[config.mk]
export PLATFORM = sky130hd
export DESIGN_NAME = iir_inv
export DESIGN_NICKNAME = d
export VERILOG_FILES = /design/src/rtl/iir_pkg.sv /design/src/rtl/pipe_stage.sv /design/src/rtl/iir_inv.sv
export SDC_FILE = /design/constraint.sdc
export NUM_CORES = 1
export LEC_CHECK = 0
export ABC_AREA = 1
export CORE_MARGIN = 5
export CORE_UTILIZATION = 35
export CTS_BUF_LIST = sky130_fd_sc_hd__clkbuf_4 sky130_fd_sc_hd__clkbuf_8 sky130_fd_sc_hd__clkbuf_16
export CTS_CLUSTER_DIAMETER = 100
export DETAILED_ROUTE_END_ITERATION = 10
export GPL_ROUTABILITY_DRIVEN = 0
export PLACE_DENSITY = 0.55
export SLEW_MARGIN = 40
export SYNTH_ARGS = -nofsm -noshare
export SYNTH_HDL_FRONTEND = slang
export SYNTH_SLANG_ARGS = --single-unit
export TNS_END_PERCENT = 10
[constraint.sdc]
create_clock -name clk -period 2.4 [get_ports clk]
set_input_delay 0.48 -clock clk [delete_from_list [all_inputs] [get_ports clk]]
set_output_delay 0.48 -clock clk [all_outputs]
set_load 0.05 [all_outputs]
[src/rtl/iir_pkg.sv]
// Shared types, shift constants and the saturate/wrap helper for the first-order IIR pair.
// Latency: none (package only).
// Backpressure: not applicable.
package iir_pkg;

   // History tracking: PRIME treats the previous sample as zero, RUN uses the stored one.
   typedef enum logic {
      PRIME = 1'b0,
      RUN   = 1'b1
   } hist_state_t;

   // Feedback taps: y>>>1 + y>>>2 gives the 0.75 pole.
   localparam int SHIFT_A = 1;
   localparam int SHIFT_B = 2;

   // Working width of the helper; callers sign-extend into it and slice back down.
   localparam int SW = 34;

   // Reduce a wide signed value to w+1 bits: wrap (modulo) or clamp to [-2^w, 2^w-1].
   // clipped is set only when clamping actually changed the value.
   function automatic logic signed [SW-1:0] sat_wrap(input logic signed [SW-1:0] v,
                                                     input int w,
                                                     input logic sat,
                                                     output logic clipped);
      logic signed [SW-1:0] one;
      logic signed [SW-1:0] hi;
      logic signed [SW-1:0] lo;
      logic signed [SW-1:0] r;
      one     = {{(SW-1){1'b0}}, 1'b1};
      hi      = (one <<< w) - one;
      lo      = -(one <<< w);
      r       = (v <<< (SW - 1 - w)) >>> (SW - 1 - w);
      clipped = 1'b0;
      if (sat) begin
         if (v > hi) begin
            r       = hi;
            clipped = 1'b1;
         end else if (v < lo) begin
            r       = lo;
            clipped = 1'b1;
         end else begin
            r       = v;
         end
      end
      return r;
   endfunction

endpackage

[src/rtl/pipe_stage.sv]
// One valid/ready pipeline register slot with synchronous flush.
// Latency: 1 cycle from load to vld.
// Backpressure: advances when empty or when the downstream stage advances; holds dat otherwise.
module pipe_stage #(
   parameter int DW = 8
) (
   input  logic          clk,
   input  logic          reset_n,
   input  logic          flush,
   input  logic          up_vld,
   input  logic [DW-1:0] up_dat,
   input  logic          dn_adv,
   output logic          adv,
   output logic          load,
   output logic          vld,
   output logic [DW-1:0] dat
);

   // Stage moves when it has nothing to hold or its content is being taken.
   always_comb begin
      adv  = ~vld | dn_adv;
      load = up_vld & adv;
   end

   // Occupancy and payload register; flush empties the slot but leaves the payload.
   always_ff @(posedge clk or negedge reset_n) begin
      if (!reset_n) begin
         vld <= 1'b0;
         dat <= '0;
      end else if (flush) begin
         vld <= 1'b0;
      end else if (adv) begin
         vld <= up_vld;
         if (up_vld) begin
            dat <= up_dat;
         end
      end
   end

endmodule

[src/rtl/iir_inv.sv]
// Inverse of y <= x + y>>>1 + y>>>2: x = y - y[n-1]>>>1 - y[n-1]>>>2; IIR_INV_SAT_EN selects clamp+ovf, else wrap.
// Latency: 2 cycles acceptance to out_valid (S1 difference register, S2 output register), 1 sample/cycle.
// Backpressure: valid/ready on both sides; out_ready=0 stalls S2 then S1; flush drops everything and blocks input.
module iir_inv
   import iir_pkg::*;
#(
   parameter int W = 14
) (
   input  logic                clk,
   input  logic                reset_n,
   input  logic signed [W:0]   y_in,
   input  logic                in_valid,
   output logic                in_ready,
   input  logic                flush,
   output logic signed [W:0]   x_out,
   output logic                out_valid,
   input  logic                out_ready,
   output logic                ovf
);

`ifdef IIR_INV_SAT_EN
   localparam logic SAT_ON = 1'b1;
`else
   localparam logic SAT_ON = 1'b0;
`endif

   hist_state_t          state;
   hist_state_t          state_nxt;
   logic signed [W:0]    y_prev;
   logic signed [W:0]    hist;
   logic                 rdy_en;
   logic                 accept;

   logic signed [W+2:0]  y_ext;
   logic signed [W+2:0]  h_ext;
   logic signed [W+2:0]  diff_nxt;
   logic [W+2:0]         diff_q;
   logic signed [SW-1:0] sw_in;
   logic signed [SW-1:0] sw_out;
   logic                 clip;
   logic [SW-W-2:0]      ext_unused;
   logic [W:0]           x_nxt;
   logic [W:0]           x_q;

   logic                 s1_vld;
   logic                 s1_adv;
   logic                 s1_load_unused;
   logic                 s2_adv;
   logic                 s2_load;
   logic                 s2_vld;

   // Handshake gating: nothing enters during flush or before the first edge out of reset.
   always_comb begin
      in_ready  = rdy_en & s1_adv & ~flush;
      accept    = in_valid & in_ready;
      out_valid = s2_vld & ~flush;
      x_out     = x_q;
   end

   // in_ready is held low through reset and released on the first clock edge after it.
   always_ff @(posedge clk or negedge reset_n) begin
      if (!reset_n) begin
         rdy_en <= 1'b0;
      end else begin
         rdy_en <= 1'b1;
      end
   end

   // History state register.
   always_ff @(posedge clk or negedge reset_n) begin
      if (!reset_n) begin
         state <= PRIME;
      end else begin
         state <= state_nxt;
      end
   end

   // History next state: flush re-primes, any acceptance moves to RUN.
   always_comb begin
      state_nxt = state;
      if (flush) begin
         state_nxt = PRIME;
      end else if (accept) begin
         state_nxt = RUN;
      end
   end

   // Previous accepted sample; cleared by flush so PRIME restarts from zero.
   always_ff @(posedge clk or negedge reset_n) begin
      if (!reset_n) begin
         y_prev <= '0;
      end else if (flush) begin
         y_prev <= '0;
      end else if (accept) begin
         y_prev <= y_in;
      end
   end

   // Difference in W+3 bits so the 1.75x swing cannot overflow before the final reduction.
   always_comb begin
      hist     = (state == RUN) ? y_prev : '0;
      y_ext    = {{2{y_in[W]}}, y_in};
      h_ext    = {{2{hist[W]}}, hist};
      diff_nxt = y_ext - (h_ext >>> SHIFT_A) - (h_ext >>> SHIFT_B);
   end

   pipe_stage #(.DW(W + 3)) u_s1 (
      .clk     (clk),
      .reset_n (reset_n),
      .flush   (flush),
      .up_vld  (accept),
      .up_dat  (diff_nxt),
      .dn_adv  (s2_adv),
      .adv     (s1_adv),
      .load    (s1_load_unused),
      .vld     (s1_vld),
      .dat     (diff_q)
   );

   // Reduce the S1 difference to the output width (wrap or clamp).
   always_comb begin
      sw_in                = SW'($signed(diff_q));
      clip                 = 1'b0;
      sw_out               = sat_wrap(sw_in, W, SAT_ON, clip);
      {ext_unused, x_nxt}  = sw_out;
   end

   pipe_stage #(.DW(W + 1)) u_s2 (
      .clk     (clk),
      .reset_n (reset_n),
      .flush   (flush),
      .up_vld  (s1_vld),
      .up_dat  (x_nxt),
      .dn_adv  (out_ready),
      .adv     (s2_adv),
      .load    (s2_load),
      .vld     (s2_vld),
      .dat     (x_q)
   );

`ifdef IIR_INV_SAT_EN
   // Overflow pulse accompanies the S2 load of a clamped sample.
   always_ff @(posedge clk or negedge reset_n) begin
      if (!reset_n) begin
         ovf <= 1'b0;
      end else if (flush) begin
         ovf <= 1'b0;
      end else begin
         ovf <= s2_load & clip;
      end
   end
`else
   logic clip_unused;
   logic s2_load_unused;
   // Wrap build never clips.
   always_comb begin
      ovf            = 1'b0;
      clip_unused    = clip;
      s2_load_unused = s2_load;
   end
`endif

endmodule
==> run_results.csv, run 1 <==
group,metric,value,unit
clocking,cts_sinks,48,
die,floorplan.rows,34,
clocking,insertion_delay,310,ps
logic_synthesis,synth_area_leaders,"dfrtp_1 38%, nand2_1 16%, inv_1 11%",
clocking,cts_max_path_buffers,2,
sta,max_clock_freq,0.4295,GHz
logic_synthesis,synth_ff_type,"dfrtp_1",
place,place_area,0.003901,sq mm
routing,ant_nets,0,
global_route,grtUsageTotal,13.20,%
logic_synthesis,yosys.area.top_type,"dfrtp_1",
routing,wirelength,7572,microns
die,io_pins,38,
critical_path,end_kind,"flip-flop",
final_layout,final_cells,606,
die,die_y,105.4,microns
critical_path,cp.arrival,2540,ps
clocking,cts-buffers-inserted,5,
place,placed_cells,595,
global_route,grt_pass1_wl,12140,microns
sta,maxSlewViolCount,0,
clocking,root_buffer,"clkbuf_8",
logic_synthesis,synth_cell_types,28,
logic_synthesis,synth_warnings,0,
routing,drt_iter0_drc,153,
logic_synthesis,syn_area,0.003187,sq mm
logic_synthesis,synth_top_area_share,37.69,%
logic_synthesis,synth.avg_cell_area,7.498,sq um
sta,finClkSkew,12.45,ps
place,place_ws,-332.2,ps
global_route,grt_start_max_net_pins,49,
power,leakage,2.296,nW
final_layout,stdcell_area,0.004414,sq mm
final_layout,drive_above_1_share,26.51,%
routing,dr.pass1.iters,4,
logic_synthesis,synth_seq_cells,48,
power,power.density,674.5,mW/mm^2
clocking,ctsHoldBuffers,0,
clocking,cts_tree,"yes",
sta,fin_tns_setup,0,ps
sta,finalWorstSetupSlack,71.63,ps
sta,rsz0062_at_grt,"yes",
critical_path,cp_common_cell,"nand2_1",
critical_path,cp_top_family,"adder cells",
routing,dr_total_vias,2755,
logic_synthesis,syn_inst,425,
sta,max_slew_margin,58.16,%
final_layout,finalNetCount,545,
die,die_area,0.01111,sq mm
die,fp.coreArea,0.008806,sq mm
logic_synthesis,synth-edff-count,0,
global_route,grt_remaining_overflow,0,
min_path,min_path_type,"in -> async",
routing,via_per_inst,4.546,
die,initial_core_util,36.19,%
critical_path,required,2610,ps
critical_path,critPathKind,"reg -> reg",
logic_synthesis,syn_nets,473,
routing,post-route-drc-count,0,
clocking,clk_pin_slew,100,ps
run_status,status,"finished clean",
place,io_buffers,36,
sta,worstMarginPinSlew,627.7,ps
critical_path,cp-start-kind,"flip-flop",
critical_path,cpPeakStageDelay,500,ps
final_layout,insertedDiodeCount,0,
die,chipWidth,105.4,microns
flow_run,maxCapViolCount,0,
critical_path,crit_chain,"buf_12 > nand2_1 > inv_1 > fa_1 > inv_1 > ha_4 > nand2_4 > nor2_2 > and2_1 > nand2_1 > nand3_1 > nand2_1 > nand3_1 > nand2_1",
critical_path,slowest_stage,"fa_1",
global_route,grt_pass1_vias,2662,
global_route,antenna_found_initial,0,
sta,setup_violations,0,
sta,finalCritPeriodShare,97.02,%
logic_synthesis,async_flop_share,100.0,%
sta,finalHoldViolations,0,
sta,fin_crit,2328,ps
power,power,2.977,mW
routing,wl_per_cell,12.50,microns
critical_path,crit_fanout,7,
power,ir_worst_vdd,0.2599,mV
clocking,h-tree-depth,2,
critical_path,worst-path-buf-inv,3,
place,hpwl,5281,microns
final_layout,area_growth_syn_to_layout,38.52,%
logic_synthesis,ys_seq_area_share,37.69,%
==> worst reg2reg max path, stage by stage, from the launching register on <==
cell and delay [ps]:
dfrtp_2 440, buf_12 150, nand2_1 60, inv_1 70, fa_1 500, inv_1 60
ha_4 310, nand2_4 60, nor2_2 120, and2_1 130, nand2_1 80, nand3_1 90
nand2_1 50, nand3_1 60, nand2_1 50
==> Yosys cell counts, types with 2 or more instances <==
cell type,count
nand3_1,24
xor2_1,2
buf_2,5
xnor2_1,3
inv_1,90
dfrtp_1,48
nand3_2,2
a21oi_1,8
o22ai_1,3
nand2_1,136
inv_2,3
nor2_1,16
o21ai_0,26
fa_1,7
ha_1,21
o21ai_1,4
nand3b_1,2
or2_1,2
nand4_1,2
mux2_2,9
buf_4,3
mux2_4,2
conb_1,2
==> logic make-up (layout without fill, tap and decap cells) <==
| kind of cell | count (synthesis) | count (layout) | share of synthesized area [%] |
|---|---|---|---|
| buffers and inverters | 102 | 175 | 12.80 |
| and+or+nand+nor | 187 | 187 | 24.30 |
| other | 2 | 2 | 0.2357 |
| xor gates and xnor gates | 5 | 5 | 1.374 |
| DFF | 48 | 48 | 37.69 |
| muxes | 11 | 11 | 4.123 |
| adders and majority gates | 28 | 28 | 12.64 |
| AOI/OAI and AO/OA | 42 | 42 | 6.832 |
==> flip-flops by register name, summed over array words and instances, names as in the netlist <==
register and cells:
state 1, u_s2.dat 15, u_s1.vld 1, rdy_en 1, u_s2.vld 1, u_s1.dat 15
y_prev 14
==> final timing paths <==
path,depth (start not counted),endpoint,slack [ps],start
setup / recovery,14,u_s1.dat[11],70,state
hold / removal,2,y_prev[2],250,reset_n
setup reg to reg,14,u_s1.dat[11],70,state
hold reg to reg,2,u_s1.dat[10],490,u_s1.dat[10]
max in group asynchronous,2,state,1710,reset_n
min in group clk,2,u_s1.dat[10],490,u_s1.dat[10]
==> placed cells by master, fill, tap and decap left out, types with 3 or more instances in the layout <==
cell	synthesis	final
ha_1	21	7
a21oi_2	0	3
nor2_4	0	4
nor2_2	1	8
xnor2_1	3	3
buf_12	0	3
inv_1	90	83
nor2_1	16	5
nand2_2	0	18
fa_1	7	7
o21ai_0	26	25
clkdlybuf4s50_1	0	33
o22ai_1	3	3
inv_2	3	10
nand3_1	24	20
clkbuf_8	0	6
buf_4	3	36
nand3_2	2	5
mux2_2	9	9
o21ai_1	4	5
ha_4	0	14
a21oi_1	8	5
nand2_4	1	7
nand2_1	136	112
dfrtp_1	48	47
==> stage by stage <==
step	hold WS (ps)	utilization, %
final	252.9	50.13
after global routing	327.4	50.13
after CTS	285.9	46.31
after detailed placement	467.1	44.30
after global placement	466.5	44.30
after floorplan	184.4	-
==> area by class of cell <==
class | count | area (sq um)
fillers | 856 | 4392
multi-input cells | 275 | 1929
flip-flops and latches | 48 | 1202
repair buffers | 74 | 676.9
inverters | 93 | 349.1
well taps | 108 | 135.1
clock buffers | 6 | 82.58
clock inverters | 2 | 38.79
==> power by group <==
| group | internal [mW] | switching [mW] | leakage, nW |
|---|---|---|---|
| logic | 0.520 | 0.754 | 1.62 |
| clock network | 0.341 | 0.303 | 0.0614 |
| registers | 0.974 | 0.0853 | 0.617 |
==> per-layer routing <==
| layer | GRT usage, % | up-vias | share of wire (%) |
|---|---|---|---|
| met2 | 22.09 | 53 | 48 |
| met5 | 0 | - | 0 |
| met3 | 1.895 | 6 | 3.8 |
| li1 | - | 1434 | - |
| met1 | 17.46 | 1262 | 47 |
| met4 | 4.592 | 0 | 1.1 |
==> repair_timing <==
| item | 4_1_cts | 5_1_grt |
|---|---|---|
| resized for setup | 6 | 71 |
| setup buffers | 2 | 1 |
| pin swaps | 0 | 25 |
| setup endpoints to repair | 11 | 11 |
Note: power is estimated with default switching activity, not from simulation.
==> run 2, diff against run 1 <==
Settings changed: CAP_MARGIN set to 20.
==> results of run 2 <==
Same layout as run 1: the final DEF is identical, and so are final timing and power.
==> run 3, diff against run 2 <==
Settings changed: GPL_TIMING_DRIVEN set to 0, MAX_ROUTING_LAYER set to met4.
==> run 3 against run 2 <==
Effect of this change: hold slack got worse by 240 ps; flip-flop and latch count stayed put; first-iteration DRC count down 3.3%; routed wire length shrank 1.1%; critical path depth is 1 lower; clock-buffer cell count did not move; cell area is 2.9% lower; sequential power barely moved; critical endpoint is now u_s1.dat[12].
==> run_results.csv, run 3 (synthesized netlist as in run 1, its figures left out) <==
group,metric,value,unit
run_status,status,"finished clean",
critical_path,cp_common_cell,"nand2_1",
clocking,cts_tree,"yes",
sta,finalHoldViolations,0,
die,floorplan.rows,34,
routing,via_per_inst,4.658,
clocking,root_buffer,"clkbuf_8",
die,chipWidth,105.4,microns
power,power.density,680.1,mW/mm^2
critical_path,crit_fanout,5,
clocking,cts_sinks,48,
critical_path,cp-start-kind,"flip-flop",
die,die_area,0.01111,sq mm
routing,wl_per_cell,12.73,microns
routing,dr.pass1.iters,4,
sta,maxSlewViolCount,0,
final_layout,final_common_cell,"nand2_1",
sta,rsz0062_at_grt,"yes",
routing,wirelength,7487,microns
clocking,clk_pin_slew,100,ps
routing,ant_nets,0,
final_layout,finish.utilization,48.68,%
final_layout,top_regs,"u_s1.dat x15, u_s2.dat x15, y_prev x14",
sta,max_clock_freq,0.4279,GHz
global_route,antenna_found_initial,0,
global_route,grt_remaining_overflow,0,
place,hpwl,5576,microns
place,io_buffers,36,
routing,dr_total_vias,2739,
final_layout,area_growth_syn_to_layout,34.51,%
critical_path,critPathKind,"reg -> reg",
sta,max_slew_margin,66.23,%
routing,drt_iter0_drc,148,
sta,setup_violations,0,
power,leakage,2.213,nW
die,initial_core_util,36.19,%
flow_run,maxCapViolCount,0,
clocking,insertion_delay,310,ps
final_layout,finalNetCount,527,
place,placed_cells,570,
critical_path,cp.arrival,2540,ps
critical_path,slowest_stage,"fa_1",
critical_path,end_kind,"flip-flop",
global_route,grt_start_max_net_pins,35,
global_route,grtUsageTotal,13.94,%
die,fp.coreArea,0.008806,sq mm
clocking,cts_max_path_buffers,2,
routing,post-route-drc-count,0,
critical_path,required,2600,ps
sta,finalCritPeriodShare,97.37,%
critical_path,cpPeakStageDelay,500,ps
clocking,h-tree-depth,2,
final_layout,final_cells,588,
power,ir_worst_vdd,0.2638,mV
die,io_pins,38,
die,die_y,105.4,microns
global_route,grt_pass1_wl,12390,microns
clocking,cts-buffers-inserted,5,
sta,holdWs,9.822,ps
sta,finClkSkew,9.727,ps
final_layout,stdcell_area,0.004287,sq mm
global_route,grt_pass1_vias,2711,
sta,worstMarginPinSlew,505.0,ps
sta,fin_crit,2337,ps
min_path,min_path_type,"in -> async",
final_layout,insertedDiodeCount,0,
final_layout,mostFrequentLayoutCells,"104 x nand2_1, 81 x inv_1, 47 x dfrtp_1, 33 x clkdlybuf4s50_1",
final_layout,drive_above_1_share,25.00,%
critical_path,crit_chain,"buf_6 > nand2_1 > inv_1 > fa_1 > inv_1 > ha_4 > nand2_1 > nor2_1 > nand3_1 > nand3_1 > nand2_1 > nand3_2 > nand2_1",
place,place_area,0.003700,sq mm
[run 3: repair_timing]
action                     in CTS  in global routing
pin swaps                       3                 27
setup endpoints to repair      12                 10
setup buffers                   0                  9
gates cloned                    0                  1
hold buffers                    0                  0
gates resized for setup        13                 82
[run 3: path summary, 6_finish.rpt]
check / start / end / slack (ps) / cells after the start
setup / recovery: state / u_s1.dat[12] / 60 / 13
hold / removal: reset_n / y_prev[5] / 10 / 1
setup reg to reg: state / u_s1.dat[12] / 60 / 13
hold reg to reg: u_s1.dat[10] / u_s1.dat[10] / 480 / 2
max in group asynchronous: reset_n / u_s1.dat[14] / 1950 / 2
min in group clk: u_s1.dat[10] / u_s1.dat[10] / 480 / 2
[run 3: worst max-delay path: cells and delay by family (launching register included)]
family / cells / cell delay (ps)
adder cells (fa/ha/maj): 2 / 800
AND/OR/NAND/NOR: 8 / 670
buffers and inverters: 3 / 280
flip-flops: 1 / 470
[run 3: metal layers]
metal / up-vias / track usage, % / wire length, microns
met4: 0 / 4.405 / 114
met5: - / - / 0
met1: 1277 / 17.52 / 3466
met3: 10 / 2.506 / 242
met2: 46 / 22.81 / 3663
li1: 1406 / - / -
[run 3: final cells by class]
type / count / area [sq um]
sequential: 48 / 1202
clock inverter: 2 / 38.79
fill: 864 / 4519
clock buffer: 6 / 82.58
buffer: 9 / 65.06
timing repair buffer: 47 / 457.9
inverter: 93 / 351.6
multi-input combinational: 275 / 1953
tap: 108 / 135.1
[run 3: metrics by stage]
step	worst slack (ps)	power (mW)	TNS [ps]
3_3_place_gp	-594.1	2.132	-31010
4_1_cts	-16.48	2.830	-32.91
5_1_grt	-62.26	3.098	-384.9
2_1_floorplan	147.6	1.798	0
3_5_place_dp	-373.9	2.156	-2728
6_report	63.20	2.915	0
[run 3: where the power goes]
| group | total, mW | switching [mW] | internal [mW] |
|---|---|---|---|
| clock | 0.627 | 0.286 | 0.341 |
| sequential | 1.06 | 0.0844 | 0.973 |
| combinational | 1.23 | 0.745 | 0.485 |
